<file path="config.mk">
export PLATFORM = sky130hd
export DESIGN_NAME = interface_hcsr04_medida
export DESIGN_NICKNAME = d
export VERILOG_FILES = /design/src/rtl/interface_hcsr04_medida.sv
export SDC_FILE = /design/constraint.sdc
export NUM_CORES = 1
export LEC_CHECK = 0
export ABC_AREA = 1
export CELL_PAD_IN_SITES_DETAIL_PLACEMENT = 2
export CELL_PAD_IN_SITES_GLOBAL_PLACEMENT = 2
export CORE_MARGIN = 4
export CORE_UTILIZATION = 30
export CTS_CLUSTER_DIAMETER = 120
export CTS_CLUSTER_SIZE = 8
export DETAILED_ROUTE_END_ITERATION = 16
export PLACE_DENSITY = 0.81
export SETUP_SLACK_MARGIN = 0.3
export SYNTH_ARGS = -nofsm -noshare
export SYNTH_HDL_FRONTEND = slang
export SYNTH_SLANG_ARGS = --single-unit
</file>
<file path="constraint.sdc">
create_clock -name clock -period 1.3 [get_ports clock]
set_input_delay 0.26 -clock clock [delete_from_list [all_inputs] [get_ports clock]]
set_output_delay 0.26 -clock clock [all_outputs]
set_load 0.005 [all_outputs]
</file>
<file path="src/rtl/interface_hcsr04_medida.sv">
// -----------------------------------------------------------------------------
// interface_hcsr04_medida
//
// HC-SR04 ultrasonic ranging front end. A measure request fires a trigger
// pulse. The block then times the echo pulse and converts its width to
// centimetres as three BCD digits. A one-cycle pronto strobe tells the
// downstream serial stage that medida is ready.
//
// Ports:
//   clock     in   system clock, rising edge
//   reset     in   asynchronous active-low reset
//   medir     in   measure request (sampled only in the idle state)
//   echo      in   sensor echo, asynchronous; double-flop synchronized here
//   trigger   out  registered sensor trigger pulse (TRIGGER_CICLOS wide)
//   medida    out  distance {hundreds, tens, units} BCD, cm, saturates at 999
//   pronto    out  registered one-cycle strobe at the end of a measurement
//   timeout   out  one-cycle strobe alongside pronto when the watchdog fired
//   db_estado out  current FSM state code
//
// Optional feature: define HCSR04_TIMEOUT_EN to build the echo watchdog
// (TIMEOUT_CICLOS). Without it the FSM waits for echo indefinitely and
// timeout is held at 0.
// -----------------------------------------------------------------------------
module interface_hcsr04_medida #(
  parameter int TRIGGER_CICLOS = 500,
  parameter int CICLOS_POR_CM  = 2941,
  parameter int TIMEOUT_CICLOS = 1500000
) (
  input  logic        clock,
  input  logic        reset,
  input  logic        medir,
  input  logic        echo,
  output logic        trigger,
  output logic [11:0] medida,
  output logic        pronto,
  output logic        timeout,
  output logic [3:0]  db_estado
);

  typedef enum logic [3:0] {
    ST_INICIAL       = 4'd0,
    ST_PREPARACAO    = 4'd1,
    ST_ENVIA_TRIGGER = 4'd2,
    ST_ESPERA_ECHO   = 4'd3,
    ST_MEDIDA_ECHO   = 4'd4,
    ST_ARMAZENA      = 4'd5,
    ST_FINAL         = 4'd6,
    ST_TIMEOUT       = 4'd7
  } estado_t;

  // One shared counter times both the trigger pulse and each centimetre.
  localparam int CNT_MAX = (TRIGGER_CICLOS > CICLOS_POR_CM) ? TRIGGER_CICLOS : CICLOS_POR_CM;
  localparam int CNT_W   = (CNT_MAX > 1) ? $clog2(CNT_MAX) : 1;
  localparam logic [CNT_W-1:0] TRIG_ULT = CNT_W'(TRIGGER_CICLOS - 1);
  localparam logic [CNT_W-1:0] CM_ULT   = CNT_W'(CICLOS_POR_CM - 1);

  // Saturating three-digit BCD increment: 999 holds instead of wrapping.
  function automatic logic [11:0] bcd_inc(input logic [11:0] v);
    logic [3:0] c, d, u;
    {c, d, u} = v;
    if (v == 12'h999) return v;
    if (u == 4'd9) begin
      u = 4'd0;
      if (d == 4'd9) begin
        d = 4'd0;
        c = c + 4'd1;
      end else begin
        d = d + 4'd1;
      end
    end else begin
      u = u + 4'd1;
    end
    return {c, d, u};
  endfunction

  estado_t          estado_q, estado_d;
  logic [CNT_W-1:0] cnt_q, cnt_d;
  logic [11:0]      bcd_q, bcd_d;
  logic [11:0]      medida_q, medida_d;
  logic             trigger_q, trigger_d;
  logic             pronto_q, pronto_d;
  logic             echo_meta_q, echo_s_q, echo_prev_q;
  logic             echo_sobe, echo_desce;

  // Edges are taken on the synchronized echo, so a level already high when
  // espera_echo is entered does not count as a rising edge.
  assign echo_sobe  = echo_s_q & ~echo_prev_q;
  assign echo_desce = ~echo_s_q & echo_prev_q;

`ifdef HCSR04_TIMEOUT_EN
  localparam int WD_W = (TIMEOUT_CICLOS > 1) ? $clog2(TIMEOUT_CICLOS) : 1;
  localparam logic [WD_W-1:0] WD_ULT = WD_W'(TIMEOUT_CICLOS - 1);
  logic [WD_W-1:0] wd_q, wd_d;
  logic            timeout_q, timeout_d;
`endif

  always_comb begin
    estado_d = estado_q;
    cnt_d    = cnt_q;
    bcd_d    = bcd_q;
    medida_d = medida_q;
    case (estado_q)
      ST_INICIAL:       if (medir) estado_d = ST_PREPARACAO;
      ST_PREPARACAO: begin
        cnt_d    = '0;
        bcd_d    = 12'h000;
        estado_d = ST_ENVIA_TRIGGER;
      end
      ST_ENVIA_TRIGGER: begin
        if (cnt_q == TRIG_ULT) begin
          cnt_d    = '0;
          estado_d = ST_ESPERA_ECHO;
        end else begin
          cnt_d = cnt_q + 1'b1;
        end
      end
      ST_ESPERA_ECHO:   if (echo_sobe) estado_d = ST_MEDIDA_ECHO;
      ST_MEDIDA_ECHO: begin
        // The falling-edge cycle still counts, so an N-cycle echo yields
        // exactly N counts; the leftover partial centimetre is dropped.
        if (cnt_q == CM_ULT) begin
          cnt_d = '0;
          bcd_d = bcd_inc(bcd_q);
        end else begin
          cnt_d = cnt_q + 1'b1;
        end
        if (echo_desce) estado_d = ST_ARMAZENA;
      end
      ST_ARMAZENA: begin
        medida_d = bcd_q;
        estado_d = ST_FINAL;
      end
      ST_FINAL:         estado_d = ST_INICIAL;
      ST_TIMEOUT:       estado_d = ST_INICIAL;
      default:          estado_d = ST_INICIAL;
    endcase

`ifdef HCSR04_TIMEOUT_EN
    // Watchdog runs only while waiting for or timing the echo; it sits at
    // zero elsewhere, which clears it on entry to espera_echo.
    wd_d = '0;
    if (estado_q == ST_ESPERA_ECHO || estado_q == ST_MEDIDA_ECHO) begin
      if (wd_q == WD_ULT) begin
        estado_d = ST_TIMEOUT;
      end else begin
        wd_d = wd_q + 1'b1;
      end
    end
    timeout_d = (estado_d == ST_TIMEOUT);
`endif

    // Outputs decoded from the next state and registered, so they are glitch free.
    trigger_d = (estado_d == ST_ENVIA_TRIGGER);
    pronto_d  = (estado_d == ST_FINAL) || (estado_d == ST_TIMEOUT);
  end

  always_ff @(posedge clock or negedge reset) begin
    if (!reset) begin
      estado_q    <= ST_INICIAL;
      cnt_q       <= '0;
      bcd_q       <= 12'h000;
      medida_q    <= 12'h000;
      trigger_q   <= 1'b0;
      pronto_q    <= 1'b0;
      echo_meta_q <= 1'b0;
      echo_s_q    <= 1'b0;
      echo_prev_q <= 1'b0;
    end else begin
      estado_q    <= estado_d;
      cnt_q       <= cnt_d;
      bcd_q       <= bcd_d;
      medida_q    <= medida_d;
      trigger_q   <= trigger_d;
      pronto_q    <= pronto_d;
      echo_meta_q <= echo;
      echo_s_q    <= echo_meta_q;
      echo_prev_q <= echo_s_q;
    end
  end

`ifdef HCSR04_TIMEOUT_EN
  always_ff @(posedge clock or negedge reset) begin
    if (!reset) begin
      wd_q      <= '0;
      timeout_q <= 1'b0;
    end else begin
      wd_q      <= wd_d;
      timeout_q <= timeout_d;
    end
  end
  assign timeout = timeout_q;
`else
  // No watchdog in this build; the parameter is kept so both builds share
  // one interface.
  assign timeout = 1'b0 & (TIMEOUT_CICLOS != 0);
`endif

  assign trigger   = trigger_q;
  assign pronto    = pronto_q;
  assign medida    = medida_q;
  assign db_estado = estado_q;

endmodule

</file>
==> metrics.txt, run 1 <==
Root Driver=clkbuf_8; largest net degree at the start of global routing=46; Crit. endpoint post-GRT repair=bcd_q[9]$_DFFE_PN0P_/D; die height=99.4 µm; Err=[ERROR DPL-0033] detailed placement checks failed during check placement.; Synth cell types=28; # port buffers=21; CTS Buffer Depth=2; synthesized area per cell=roughly 7.7 µm²; clock net sink count=45; I/O pin cnt=23; antenna violations before repair=1; status=aborted with a tool error; Exit stage=global routing (5_1_grt); part of the Yosys area used for sequential elements=0.450; CTS H-tree lvls=2; die width=a little under 100 µm; synthesized flop and latch total=45; Post-Syn Instances=327; Initial Utilization=0.306; post-synth design cell area=approximately 2500 µm²; Worst EP Category=sequential cell input; DP Wirelength=about 7500 µm; Final Wtd Congestion=0.808; Num CTS Buffers=5; Rows=33; Ys Warns=0
## synthesized netlist by cell type
cell,instances,area share
o21ai_2,1,0.0035
buf_4,2,0.0060
nand2_1,111,0.17
nand3_1,34,0.068
o21bai_1,4,0.012
dfrtp_1,45,0.45
nand2_4,2,0.0090
o211ai_1,1,0.0030
nand2_2,4,0.010
o22ai_1,1,0.0025
inv_4,1,0.0025
ha_1,8,0.040
or2_2,2,0.0050
nor3_1,6,0.012
o21ai_0,12,0.024
nor2_1,31,0.046
conb_1,1,0.0015
xor2_1,4,0.014
clkbuf_1,2,0.0030
nand3_2,3,0.012
nand4_1,9,0.022
nor2_4,3,0.013
xnor2_1,2,0.0070
a21oi_1,1,0.0020
nor2_2,2,0.0050
inv_1,32,0.048
buf_6,2,0.0090
nand3b_1,1,0.0030
## logic make-up after synthesis
| family | synth area share |
|---|---|
| xor gates and xnor gates | 0.0210 |
| adders and majority gates | 0.0400 |
| AOI/OAI and AO/OA | 0.0470 |
| and+or+nand+nor | 0.373 |
| buffers and inverters | 0.0684 |
| DFF | 0.450 |
| other | 0.00150 |
## metrics by stage
stage                util  TNS (ns)  setup WS [ns]  std cells  instance area (µm²)
CTS                 0.528     -5.09         -0.270        563                 4310
detailed placement  0.416     -7.05         -0.336        519                 3400
floorplan               -    -0.451        -0.0431        328                 2550
global placement    0.416     -4.35         -0.226        519                 3400
## timing repair
action,4_1_cts
gates resized for setup,224
hold endpoints to repair,45
hold buffers,1
pin swaps,33
gates cloned,3
buffers inserted,32
endpoints found under the setup margin,59
==> run 2, diff against run 1 <==
==> config.mk (replaced) <==
export PLATFORM = sky130hd
export DESIGN_NAME = interface_hcsr04_medida
export DESIGN_NICKNAME = d
export VERILOG_FILES = /design/src/rtl/interface_hcsr04_medida.sv
export SDC_FILE = /design/constraint.sdc
export NUM_CORES = 1
export LEC_CHECK = 0
export ABC_AREA = 1
export CORE_MARGIN = 4
export CORE_UTILIZATION = 20
export DETAILED_ROUTE_END_ITERATION = 16
export PLACE_DENSITY_LB_ADDON = 0.15
export SYNTH_ARGS = -nofsm -noshare
export SYNTH_HDL_FRONTEND = slang
export SYNTH_SLANG_ARGS = --single-unit
==> constraint.sdc (replaced) <==
create_clock -name clock -period 1.69 [get_ports clock]
set_input_delay 0.338 -clock clock [delete_from_list [all_inputs] [get_ports clock]]
set_output_delay 0.338 -clock clock [all_outputs]
set_load 0.005 [all_outputs]
==> run 2 against run 1 <==
Net effect: the run now ends clean; synthesized cell count unchanged; area after synthesis unchanged.
==> metrics.txt, run 2 <==
Post-synth EDFFs=0 (unchanged); top-count cell post-synth=nand2_1; Final Hold Viols=0; initial drt markers=about 130; Top FF cell, synth=dfrtp_1; Routed wire per std cell=approximately 11 µm; crit end category=output port; fraction of registers with async set or reset after synthesis=1.00 (unchanged); Commonest cells post-synth=nand2_1 (111), dfrtp_1 (45), nand3_1 (34); clock power share=0.441; First-pass DRT Iterations=5; Post-DRT Antenna Nets=0; Ys Warns=0 (unchanged); final wirelength=between 6000 and 7000 µm; hold crit path type=input port to async pin; setup slack after layout=about 0.12 ns; CP max stage cell=clkdlybuf4s50_1; CP required=1.35 ns; Final Wtd Congestion=0.751 (-7.0%); die area=14,400 µm²; Final min period=between 1.5 and 2 ns; Num CTS Buffers=5 (unchanged); antenna diode count=0; I/O pin cnt=23 (unchanged); Rows=40 (+21%); Layout Cells excl Fill=~530; Crit Path Max Fanout=8; CTS Hold Buffers Added=0 (-1); clock latency on the worst-skew pair=slightly below 0.3 ns; # DRC=0; synthesized area per cell=7.66 µm² (unchanged); max_cap viols=0; final net count=between 300 and 400; Core Box Area=12,100 µm²; R2R depth=8; reg-to-reg startpoint=bcd_q[1]$_DFFE_PN0P_; pwr/cell area=a little over 800 nW/µm²; Net Switching=0.652 mW; R2R Path End=bcd_q[9]$_DFFE_PN0P_; WP buf/inv=1; R2R Setup Slk=around 0.17 ns; Switching Fraction=0.253; vias per cell=4.00; Worst VDD drop=around 0.45 mV; TritonCTS clock tree=done; main area contributors after synthesis=dfrtp_1 (45%), nand2_1 (17%), nand3_1 (6.8%), inv_1 (4.8%), nor2_1 (4.6%); Multi-input gate area=1220 µm²; synthesized flop and latch total=45 (unchanged); post-synth top area share=0.450 (unchanged); post-synth design cell area=2500 µm² (unchanged); DP Cell Count=525 (+1.2%); Initial Utilization=0.207 (-0.0996); sequential cell area=between 1000 and 1500 µm²; clock skew=0.00706 ns; Final TNS setup=0 ns; max incr delay on CP=approximately 0.53 ns; Post-Syn Instances=327 (unchanged); die width=120 µm (+21%); vias after detailed routing=between 2,000 and 2,500; part of the Yosys area used for sequential elements=0.450 (unchanged); startpoint types=flop; # port buffers=21 (unchanged); period utilization=0.932; status=completed; Least-Margin Pin Slew=~0.54 ns; cells along the critical path=clkdlybuf4s50_1; CTS Buffer Depth=2 (unchanged); CTS clk-pin slew, worst paths=0.06 ns; Max Clock Freq=around 630 MHz; Post-Place Worst Slack=0.0605 ns (+0.396 ns); Root Driver=clkbuf_16; commonest non-fill, non-tap cell in the layout=nand2_1; first-pass GRT wire length=approximately 11,000 µm; Logic pwr share=0.106; critical path depth=1; final setup fails=0; vias in the first global route=2,128; commonest non-fill, non-tap cells in the layout=nand2_1 (111), dfrtp_1 (44), nand3_1 (33); CP delay by family, top=buffers and inverters; leakage power total=between 1 and 1.5 nW; leading area contributor after synthesis=dfrtp_1; largest net degree at the start of global routing=26; RSZ-0062 raised after global routing=no; Synth cell types=28 (unchanged); gr usage total=0.0920; antenna violations before repair=0; crit path DAT=1.24 ns; share of cells above drive strength 1=0.117; P&R area growth vs syn=26.4%; Fillers=around 1,300; Int Power=between 1.5 and 2 mW; Slew headroom=0.637; gr ovfl total=0; Slew Viols, Final=0; Sequential Power Share=0.454; die height=120 µm (+21%); clock net sink count=45 (unchanged); CTS H-tree lvls=2 (unchanged); DP Wirelength=4550 µm (-39%); crit path kind=flop to output port
==> run 2: repair_timing <==
| action | CTS | global route |
|---|---|---|
| setup buffers | 0 | 1 |
| resized for setup | 0 | 2 |
| setup endpoints to repair | 0 | 13 |
==> run 2: cells by family after synthesis <==
group,count (synthesis),synth area share
xor gates and xnor gates,6,0.0210
other,1,0.00150
adders and majority gates,8,0.0400
AOI/OAI and AO/OA,20,0.0470
DFF,45,0.450
buffers and inverters,39,0.0684
and+or+nand+nor,208,0.373
==> run 2: routing by layer <==
layer	vias to the layer above	global-route usage	share of wire
met5	-	0	0
met4	0	0.0415	0.024
met3	12	0.0212	0.032
met2	32	0.142	0.44
met1	979	0.122	0.50
li1	1113	-	-
==> run 2: cell type report <==
cell class | count | share of cell area
clock inverter | 2 | 0.0123
sequential | 45 | 0.356
clock buffer | 6 | 0.0407
inverter | 33 | 0.0399
multi-input combinational | 244 | 0.384
tap | 168 | 0.0664
timing repair buffer | 36 | 0.100
==> run 2: worst max path at each step <==
stage / start / to / slack, ns
after global placement: bcd_q[5]$_DFFE_PN0P_ / bcd_q[5]$_DFFE_PN0P_ / 0.02
after detailed placement: bcd_q[5]$_DFFE_PN0P_ / bcd_q[7]$_DFFE_PN0P_ / 0.06
after global routing: db_estado[2]$_DFF_PN0_ / cnt_q[7]$_DFFE_PN0P_ / 0.02
after CTS: db_estado[1]$_DFF_PN0_ / db_estado[1] / 0.04
after floorplan: bcd_q[1]$_DFFE_PN0P_ / bcd_q[0]$_DFFE_PN0P_ / 0.27
final: db_estado[1]$_DFF_PN0_ / db_estado[1] / 0.12
==> run 2: through the flow <==
step           power (mW)  utilization  instance area [µm²]  hold slack [ns]
6_report             2.58        0.261                 3170           0.0334
5_1_grt              2.72        0.261                 3170           0.0564
4_1_cts              2.63        0.260                 3150           0.0397
3_5_place_dp         1.47        0.246                 2980            0.343
3_3_place_gp         1.47        0.246                 2980            0.349
2_1_floorplan        1.36            -                 2510           0.0424
==> run 2: power groups by stage <==
stage / combinational [mW] / clock (mW) / sequential (mW)
after floorplan: 0.176 / 0 / 1.18
after global placement: 0.282 / 0 / 1.19
after detailed placement: 0.279 / 0 / 1.19
after CTS: 0.281 / 1.19 / 1.17
after global routing: 0.316 / 1.23 / 1.17
final: 0.273 / 1.14 / 1.17
Note: power is estimated with default switching activity, not from simulation.
